## src/rtl/phy_rx_nibble_deframer.sv

```systemverilog
// Receive-side nibble deframer: rebuilds bytes from the 4-bit PHY stream and
// reports each finished frame as a {count, count} control block plus an error flag.
module phy_rx_nibble_deframer #(
  parameter int MIN_LEN = 64,
  parameter int MAX_LEN = 2047
) (
  input  logic        clk_phy,
  input  logic        reset,
  input  logic        phy_rx_dv,
  input  logic [3:0]  phy_rx_data,
  output logic [7:0]  f_data_out,
  output logic        f_data_valid,
  output logic [23:0] f_ctrl_out,
  output logic        f_frame_valid,
  output logic        f_frame_err,
  output logic [2:0]  state_dbg
);

  // Handshake: no backpressure. f_data_valid and f_frame_valid are single-cycle
  // strobes; their payloads are only meaningful while the strobe is high.

  typedef enum logic [2:0] {
    SYNC = 3'd0,
    IDLE = 3'd1,
    LO   = 3'd2,
    HI   = 3'd3,
    DONE = 3'd4
  } state_t;

  localparam logic [11:0] MIN_C   = 12'(MIN_LEN);
  localparam logic [11:0] MAX_C   = 12'(MAX_LEN);
  localparam logic [11:0] CNT_SAT = 12'hFFF;

  state_t      state;
  state_t      next_state;
  logic [3:0]  low_nib;
  logic [11:0] byte_cnt;
  logic        cap_lo;
  logic        clr_cnt;
  logic        emit_byte;
  logic        end_frame;
  logic        odd_end;
  logic        len_bad;

  assign state_dbg = state;
  assign len_bad   = (byte_cnt < MIN_C) || (byte_cnt > MAX_C);

  always_ff @(posedge clk_phy or negedge reset) begin
    if (!reset) state <= SYNC;
    else        state <= next_state;
  end

  always_comb begin
    next_state = state;
    cap_lo     = 1'b0;
    clr_cnt    = 1'b0;
    emit_byte  = 1'b0;
    end_frame  = 1'b0;
    odd_end    = 1'b0;
    case (state)
      // A reset released mid-frame must not deliver the tail of that frame.
      SYNC: if (!phy_rx_dv) next_state = IDLE;
      IDLE: begin
        if (phy_rx_dv) begin
          cap_lo     = 1'b1;
          clr_cnt    = 1'b1;
          next_state = HI;
        end
      end
      LO: begin
        if (phy_rx_dv) begin
          cap_lo     = 1'b1;
          next_state = HI;
        end else begin
          end_frame  = 1'b1;
          next_state = DONE;
        end
      end
      HI: begin
        if (phy_rx_dv) begin
          emit_byte  = 1'b1;
          next_state = LO;
        end else begin
          end_frame  = 1'b1;
          odd_end    = 1'b1;
          next_state = DONE;
        end
      end
      DONE: begin
        if (phy_rx_dv) begin
          cap_lo     = 1'b1;
          clr_cnt    = 1'b1;
          next_state = HI;
        end else begin
          next_state = IDLE;
        end
      end
      default: next_state = SYNC;
    endcase
  end

  always_ff @(posedge clk_phy or negedge reset) begin
    if (!reset) begin
      low_nib  <= 4'h0;
      byte_cnt <= 12'h000;
    end else begin
      if (cap_lo) low_nib <= phy_rx_data;
      if (clr_cnt) byte_cnt <= 12'h000;
      else if (emit_byte && byte_cnt != CNT_SAT) byte_cnt <= byte_cnt + 12'd1;
    end
  end

  // The strobe is set on the edge that samples the high nibble, so a finished frame
  // (set on the edge that samples dv low) always trails the last byte by one cycle.
  always_ff @(posedge clk_phy or negedge reset) begin
    if (!reset) begin
      f_data_out    <= 8'h00;
      f_data_valid  <= 1'b0;
      f_ctrl_out    <= 24'h000000;
      f_frame_valid <= 1'b0;
      f_frame_err   <= 1'b0;
    end else begin
      f_data_valid  <= emit_byte;
      if (emit_byte) f_data_out <= {phy_rx_data, low_nib};
      f_frame_valid <= end_frame;
      f_ctrl_out    <= end_frame ? {byte_cnt, byte_cnt} : 24'h000000;
      f_frame_err   <= end_frame & (odd_end | len_bad);
    end
  end

endmodule

```

## config.mk

```make
export PLATFORM = sky130hd
export DESIGN_NAME = phy_rx_nibble_deframer
export DESIGN_NICKNAME = d
export VERILOG_FILES = /design/src/rtl/phy_rx_nibble_deframer.sv
export SDC_FILE = /design/constraint.sdc
export NUM_CORES = 1
export LEC_CHECK = 0
export BUFFER_PORTS_ARGS = -buffer_cell sky130_fd_sc_hd__buf_2
export CAP_MARGIN = 0
export CORE_ASPECT_RATIO = 0.9
export CORE_MARGIN = 10
export CORE_UTILIZATION = 45
export DETAILED_ROUTE_END_ITERATION = 7
export PLACE_DENSITY_LB_ADDON = 0.25
export SLEW_MARGIN = 40
export SYNTH_ARGS = -nofsm -noshare
export SYNTH_HDL_FRONTEND = slang
export SYNTH_SLANG_ARGS = --single-unit
```

## constraint.sdc

```tcl
create_clock -name clk_phy -period 3.5 [get_ports clk_phy]
set_input_delay 0.35 -clock clk_phy [delete_from_list [all_inputs] [get_ports clk_phy]]
set_output_delay 0.35 -clock clk_phy [all_outputs]
set_load 0.02 [all_outputs]
```

* Yosys cells after proc, flatten, opt, wreduce, memory -nomap -nowiden
Index checks and enable logic that the tools add are counted.
Operators by class: divide/modulo/power cells 0, reduce and logical (&&, ||, !) cells 8, bitwise operators 2, multipliers 0, eq/ne operators 7, mux-type cells 16, $add $sub $neg 1, shift-type cells 0, order comparisons 2
Operators with widths (count):
- 2-to-1 mux 12 bit | 2
- 2-to-1 mux 24 bit | 1
- one-hot mux 3 bit (5 select lines) | 1
- adder 12 x 1 -> 12 bit (second input constant) | 1
- greater-than comparator 12 x 11 -> 1 bit (second input constant) | 1
- less-than comparator 12 x 7 -> 1 bit (second input constant) | 1
- 2-to-1 mux 3 bit | 4
- inequality test 12 bit (second input constant) | 1
- 2-to-1 mux 1 bit | 7
- == test 3 x 2 -> 1 bit (second input constant) | 2
- inequality test 2 bit (second input constant) | 2
- OR reduction 2 bit | 2
- == test 3 x 1 -> 1 bit (second input constant) | 1
- == test 3 bit (second input constant) | 1
- zero test 3 bit | 1
- OR reduction 3 bit | 1
- 2-to-1 mux 2 bit | 1
- AND reduction 2 bit | 1
- nonzero test 2 bit | 1
- AND 1 bit | 1
- logical AND 1 bit | 1
- logical OR 1 bit | 1
- OR 1 bit | 1
Storage, ports and cells: word-level logic and storage cells 44, input bits 7, register bits after elaboration 54, output and inout port bits 38, latch bits 0, bits in read-only memories 0, memories 0, RAM bits 0

* Logic depth before layout (Yosys ltp)
Gate-level depths: netlist of run 1.
word-level depth 5, depth in mapped cells 6, depth with buffers taken out 5

* Least setup slack after synthesis of run 1
OpenSTA, ideal clock, no wires.
path type reg-to-reg, start point register state[2], in the netlist state_dbg[2], end point register byte_cnt[9], cell stages (with the launch flop) 6, library setup time 66 ps, slack 1702 ps, data arrival time 1732 ps, path through dfrtp_1 buf_6 nand4b_4 or3_4 or4_1 nand2_1
Between the ends: longest elaborated chain between the ends 4, elaborated cells between the ends (all ways) 9
Ends and longest elaborated chain:
- start: declaration | RTL line 34 | state_t state;
- start signal: assignment | RTL line 50 | else state <= next_state;
- == test 3 bit, or another cell as far along | RTL line 60 | case (state)
- OR reduction 2 bit (no line) / 2-to-1 mux 1 bit (equally long branches)
- 2-to-1 mux 1 bit / logical AND 1 bit (equally long branches)
- 2-to-1 mux 12 bit / nonzero test 2 bit (equally long branches)
- end signal: assignment | RTL line 109 | else if (emit_byte && byte_cnt != CNT_SAT) byte_cnt <= byte_cnt + 12'd1;
- end: declaration | RTL line 37 | logic [11:0] byte_cnt;
Parallel ways exist; a longest one is shown, timed or not. A chain may end at the register's enable or synchronous reset.

* Worst setup path in the final report of run 1
start point register state[0], in the netlist state_dbg[0], end point register byte_cnt[10]
Same word-level chain as after synthesis.

==> results by group, run 1 <==
Critical path
  • Reg2reg start: state_dbg[0]
  • Crit path to: byte_cnt[10]
  • Crit-path cells: nand4b_4 > inv_1 > nand2_1 > or4_1 > a21oi_1
  • R2R depth: 5
  • Setup slack, reg-to-reg: approximately 1.5 ns
  • Crit path kind: reg -> reg
  • Crit-path max FO: 15
  • CP Data Arrival Time: ~2.3 ns
  • Req. time, crit path: around 3.7 ns
  • Slowest stage delay, CP: 0.56 ns
  • Crit path from: state_dbg[0]
  • Crit. End Element: register
  • Worst R2R End: byte_cnt[10]
  • CP Launch Type: register
  • Crit-path slowest cell: dfrtp_1

Synth
  • Most used flip-flop cell after synthesis: dfrtp_1
  • Main combinational cell family by area after synthesis: simple AND/OR/NAND/NOR gates
  • Post-synth net total: ~180
  • Post-synth top area share: a little under three fifths
  • XOR/XNOR Fraction of Synth Area: 1.40%
  • Synth Area in Adders: less than 1%
  • Post-synthesis mux area share: between 3 and 4%
  • Warnings, synthesis: 0
  • Mapped Area: around 1900 sq um
  • Seq cells post-synth: 42
  • Syn Inst Count: 175
  • Avg Inst Size Synth: ~11 sq um
  • Sequential-to-total area share from yosys stat: approximately 56%
  • Leading area contributor after synthesis: dfrtp_1
  • Asr flop ratio synth: 100%
  • Main area contributors after synthesis: dfrtp_1 (56%), nand2_1 (6.8%), buf_4 (5.2%), and2_1 (4.0%), mux2_2 (3.0%)
  • Synth unique cells: 40
  • Post-synthesis compound-gate area fraction: 8.47%
  • Simple-gate share of the synthesized area: between 20% and 30%
  • EDFF count, synth: 0

Clock network
  • # clock sinks: 42
  • Post-CTS Hold Buffers: 0
  • CTS Buffer Depth: 2
  • Inserted Clock Buffers: 5
  • CTS clock-pin slew for the worst setup and hold paths: about 0.07 ns
  • Postcts setup bufs: 0
  • Clk Latency, worst-skew pair: between 0.2 and 0.3 ns
  • Number of gates resized after CTS: 0
  • H-tree depth: 2
  • CTS tree: done
  • CTS Root Cell: clkbuf_8

Power
  • Leak: 0.00111 uW
  • Max VDD drop: between 0.3 and 0.4 mV
  • PwrDens: 635 nW/um^2

Die
  • CORE AREA: approximately 4000 sq um
  • I/O pin count: 45
  • Die Ht: 81.3 microns
  • Initial Util: ~46%
  • Full die area: 7160 sq um
  • Row count: 22
  • Chip Width: between 80 and 90 microns

Global routing
  • Largest net degree at the start of global routing: 43
  • GR Overflow Total: 0
  • Initial antenna violation count: 0
  • GR Util All Layers: 11.6%
  • Number of global-route vias before repair: approximately 1400
  • First-pass GRT wire length: 6.63 mm

Timing
  • Final critical-path share of the clock period: between 50% and 60%
  • Setup ws final: around 1.5 ns
  • Hold Fails Final Rpt: 0
  • Relative slew slack: between 50% and 60%
  • Final setup viols: 0
  • RSZ-0062 raised after global routing: false
  • Minimum clock period: 2.03 ns
  • Slew @ Worst Pin: approximately 0.61 ns
  • FMAX: just under 0.5 GHz
  • Setup TNS Final: 0 ns
  • Max-slew violations: 0
  • Final worst clock skew: around 0.0052 ns

Finish
  • Ant diodes: 0
  • Share of cells above drive strength 1: around 29%
  • Layout Nets: roughly 210
  • Area Overhead vs Synth: 13.0%

Place
  • Post-Place Setup Slack: between 1.5 and 2 ns
  • Port bufs: 44
  • RePlAce Congestion: about 0.89
  • Dpl hpwl: just under 3 mm

Route
  • Pre-Repair DR Iteration Count: 4
  • DRT iter0 DRCs: 202
  • Routed vias/inst: 5.53
  • Post-Route WL: between 3 and 4 mm
  • WL per Instance: 15.5 microns
  • Vias: ~1400
  • DRC viols: 0
  • Antenna Nets Post-Route: 0

Hold path
  • Hold crit path type: in -> async

Run status
  • Status: finished clean

Job
  • Maxcap violations: 0
[sequential cells by signal, indices dropped and copies added, names as in the netlist]
register and count:
byte_cnt 12, f_ctrl_out 12, f_data_out 8, f_data_valid 1, f_frame_err 1, f_frame_valid 1, low_nib 4, state_dbg 3
[cells in the final DEF, fill, tap and decap left out, types with 2 or more instances in the layout]
cell,count
xor2_1,2
a31oi_1,2
nand3_1,3
clkbuf_8,6
dfrtp_1,42
buf_4,2
and2_1,12
nor2_1,4
mux2_2,5
o211ai_1,3
or4_1,3
and3_1,2
o41ai_1,2
o21ai_0,3
a21oi_1,5
nor3b_1,2
and4_1,2
a211oi_1,2
nand2_1,34
or3_1,2
nor3_1,5
buf_2,43
nand4_1,3
[worst max-delay path: cells and delay by family (launching register included)]
family | cells | cell delay (ns)
AND/OR/NAND/NOR | 3 | 0.86
AO/OA/AOI/OAI | 1 | 0.15
flip-flops | 1 | 0.56
buffers and inverters | 1 | 0.39
[worst min-delay path by stage]
stage,startpoint,end,slack (ns),depth (start not counted)
floorplan,reset,byte_cnt[0],0.05,0
global placement,low_nib[2],f_data_out[2],0.45,2
detailed placement,reset,f_frame_valid,0.36,1
CTS,reset,f_ctrl_out[14],0.05,1
global route,reset,f_frame_valid,0.06,1
finish,reset,f_frame_valid,0.03,1
[cells in the mapped netlist (4+ instances only)]
cell type  count
nand2_1       34
nor3_1         5
a21oi_1        5
buf_4         13
dfrtp_1       42
nor2_1         4
mux2_2         5
and2_1        12
clkbuf_1       5
[power breakdown]
group	internal [uW]	switching (uW)	total, uW
sequential	582	82.0	664
combinational	143	228	371
clock	159	154	313
total	883	464	1350
[area by class of cell]
type                       instances  area, sq um
timing repair buffer              45          230
multi-input combinational        111          684
sequential                        42         1050
fill                             355         1930
tap                               48         60.1
clock inverter                     1         5.00
inverter                           1         3.75
clock buffer                       7         86.3
[per-layer routing]
metal | track usage (%) | vias up | routed length (microns)
met2 | 19.5 | 55 | 1970
met1 | 13.2 | 683 | 1580
met5 | 0 | - | 0
met3 | 3.70 | 11 | 332
li1 | - | 662 | -
met4 | 5.17 | 0 | 65
[kinds of logic after synthesis]
logic type / count (synthesis)
xor+xnor: 3
buf+inv: 22
mux: 6
fa+ha+maj: 1
flops: 42
simple gates: 78
compound gates: 23
[through the flow]
step / power [uW] / area (sq um) / hold WS (ns) / cells / util (%)
floorplan: 933 / 1880 / 0.0544 / 175 / -
global placement: 1040 / 2030 / 0.448 / 247 / 50.1
detailed placement: 1050 / 2030 / 0.364 / 247 / 50.2
CTS: 1370 / 2120 / 0.0534 / 255 / 52.4
global route: 1440 / 2120 / 0.0648 / 255 / 52.4
finish: 1350 / 2120 / 0.0251 / 255 / 52.4
Power figures use the tool's default switching activity.
==> run 2: changes to the inputs <==
- clock period: 3.5 -> 1.7 ns (I/O delays scaled with it)
==> results by group, run 2 (synthesis gave the netlist of run 1 again) <==
Critical path
  • Crit path kind: reg -> reg
  • Reg2reg start: state_dbg[0]
  • CP Launch Type: register
  • Slowest stage delay, CP: 0.46 ns
  • Crit-path cells: nand4b_4 > or3_4 > o311ai_1 > o41ai_1
  • Crit-path slowest cell: dfrtp_1
  • Req. time, crit path: around 1.9 ns
  • Setup slack, reg-to-reg: between 0.08 and 0.09 ns
  • Crit path from: state_dbg[0]
  • Crit. End Element: register
  • CP Data Arrival Time: between 1.5 and 2 ns
  • Worst R2R End: byte_cnt[11]
  • Crit-path max FO: 8
  • R2R depth: 4

Clock network
  • H-tree depth: 2
  • Inserted Clock Buffers: 5
  • # clock sinks: 42
  • CTS tree: done
  • Clk Latency, worst-skew pair: around 0.29 ns
  • CTS Root Cell: clkbuf_8
  • CTS clock-pin slew for the worst setup and hold paths: ~0.070 ns
  • CTS Buffer Depth: 2

Route
  • Pre-Repair DR Iteration Count: 4
  • WL met3: around 400 microns
  • DRT iter0 DRCs: 65
  • Routed vias/inst: roughly 5.4
  • WL per Instance: 14.8 microns
  • DRC viols: 0
  • Highest metal used: met4
  • Vias: approximately 1400
  • Antenna Nets Post-Route: 0
  • WL met2: ~1.9 mm
  • Met1 wire length: between 1.5 and 2 mm
  • Post-Route WL: 3.94 mm

Timing
  • FMAX: roughly 0.62 GHz
  • Final setup viols: 0
  • Max-slew violations: 0
  • Final worst clock skew: ~0.0032 ns
  • Setup ws final: slightly below 0.09 ns
  • Final critical-path share of the clock period: 94.8%
  • Relative slew slack: 67.3%
  • Slew @ Worst Pin: 0.491 ns
  • Hold Fails Final Rpt: 0
  • Minimum clock period: between 1.5 and 2 ns

Finish
  • Most frequent cells in the layout: buf_2 (44), dfrtp_1 (41), nand2_1 (34)
  • Share of cells above drive strength 1: 32.9%
  • Area Overhead vs Synth: 19.7%
  • Post-route cell area: ~2200 sq um
  • Most common cell after layout, fill and taps aside: buf_2
  • FILL cells: 365
  • Ant diodes: 0
  • Regs by FF count: byte_cnt: 12 flops, f_ctrl_out: 12 flops, f_data_out: 8 flops
  • Layout Nets: around 230

Die
  • Chip Width: a little under 90 microns
  • Full die area: approximately 7000 sq um
  • Initial Util: a little under half
  • Die Ht: between 80 and 90 microns
  • Row count: 22
  • CORE AREA: 4050 sq um
  • I/O pin count: 45

Global routing
  • Initial antenna violation count: 0
  • Number of global-route vias before repair: ~1500
  • GR Overflow Total: 0
  • GR Util All Layers: 12.0%
  • Largest net degree at the start of global routing: 24
  • First-pass GRT wire length: just under 7 mm

Place
  • Dpl hpwl: just under 3 mm
  • Post-Place Setup Slack: slightly below 0.09 ns
  • Placement-stage cell area: roughly 2100 sq um
  • Port bufs: 44
  • RePlAce Congestion: roughly 0.89

Power
  • PwrDens: 1330 nW/um^2
  • Leak: ~0.0012 uW
  • Total power: between 2000 and 3000 uW
  • Max VDD drop: 0.712 mV

Hold path
  • Hold crit path type: in -> reg
  • Min-delay src: phy_rx_data[2]
  • Hold Path Sink: f_data_out[6]
  • Hold path cells: 3

Job
  • Maxcap violations: 0

Run status
  • Status: finished clean
run 2: worst max-delay path by stage:
stage / to / slack [ns] / depth (start not counted)
CTS: byte_cnt[3] / 0.04 / 6
detailed placement: byte_cnt[3] / 0.09 / 6
global placement: byte_cnt[10] / 0.15 / 5
finish: byte_cnt[11] / 0.09 / 4
global route: byte_cnt[10] / -0.004 / 5
floorplan: byte_cnt[9] / -0.01 / 6
run 2: area by class of cell:
| class | instances | area, sq um | area share [%] |
|---|---|---|---|
| clock buffers | 7 | 76.3 | 3.40 |
| clock inverters | 1 | 30.0 | 1.34 |
| inverters | 1 | 3.75 | 0.167 |
| multi-input cells | 111 | 692 | 30.8 |
| flip-flops and latches | 42 | 1050 | 46.8 |
| well taps | 48 | 60.1 | 2.67 |
| repair buffers | 57 | 333 | 14.8 |
run 2: layer usage:
layer  global-route usage [%]  vias to the layer above
met1                     13.4                      681
met3                     4.50                        5
met5                        0                        -
li1                         -                      685
met2                     20.6                       60
met4                     4.23                        0
run 2: critical path: cells and delay by family (launching register included):
kind             cells  cell delay [ns]
AND/OR/NAND/NOR      2             0.60
flip-flops           1             0.46
AO/OA/AOI/OAI        2             0.42
run 2: report_power, final:
part	switching, uW	internal, uW
logic	526	383
clock network	322	439
registers	124	1200
run 2: through the flow:
step	utilization (%)	hold slack, ns	instances	setup TNS (ns)
4_1_cts	55.2	0.0776	266	0
3_3_place_gp	52.3	0.158	257	0
3_5_place_dp	52.3	0.167	257	0
6_report	55.5	0.0806	267	0
2_1_floorplan	-	-0.126	175	-0.00977
5_1_grt	55.5	0.0821	267	-0.00431
run 2: repair_timing:
| item | 4_1_cts | 5_1_grt |
|---|---|---|
| endpoints found under the setup margin | 0 | 7 |
| hold buffers | 1 | 0 |
| gates resized for setup | 0 | 2 |
| setup buffers | 0 | 1 |
| endpoints found under the hold margin | 19 | 0 |
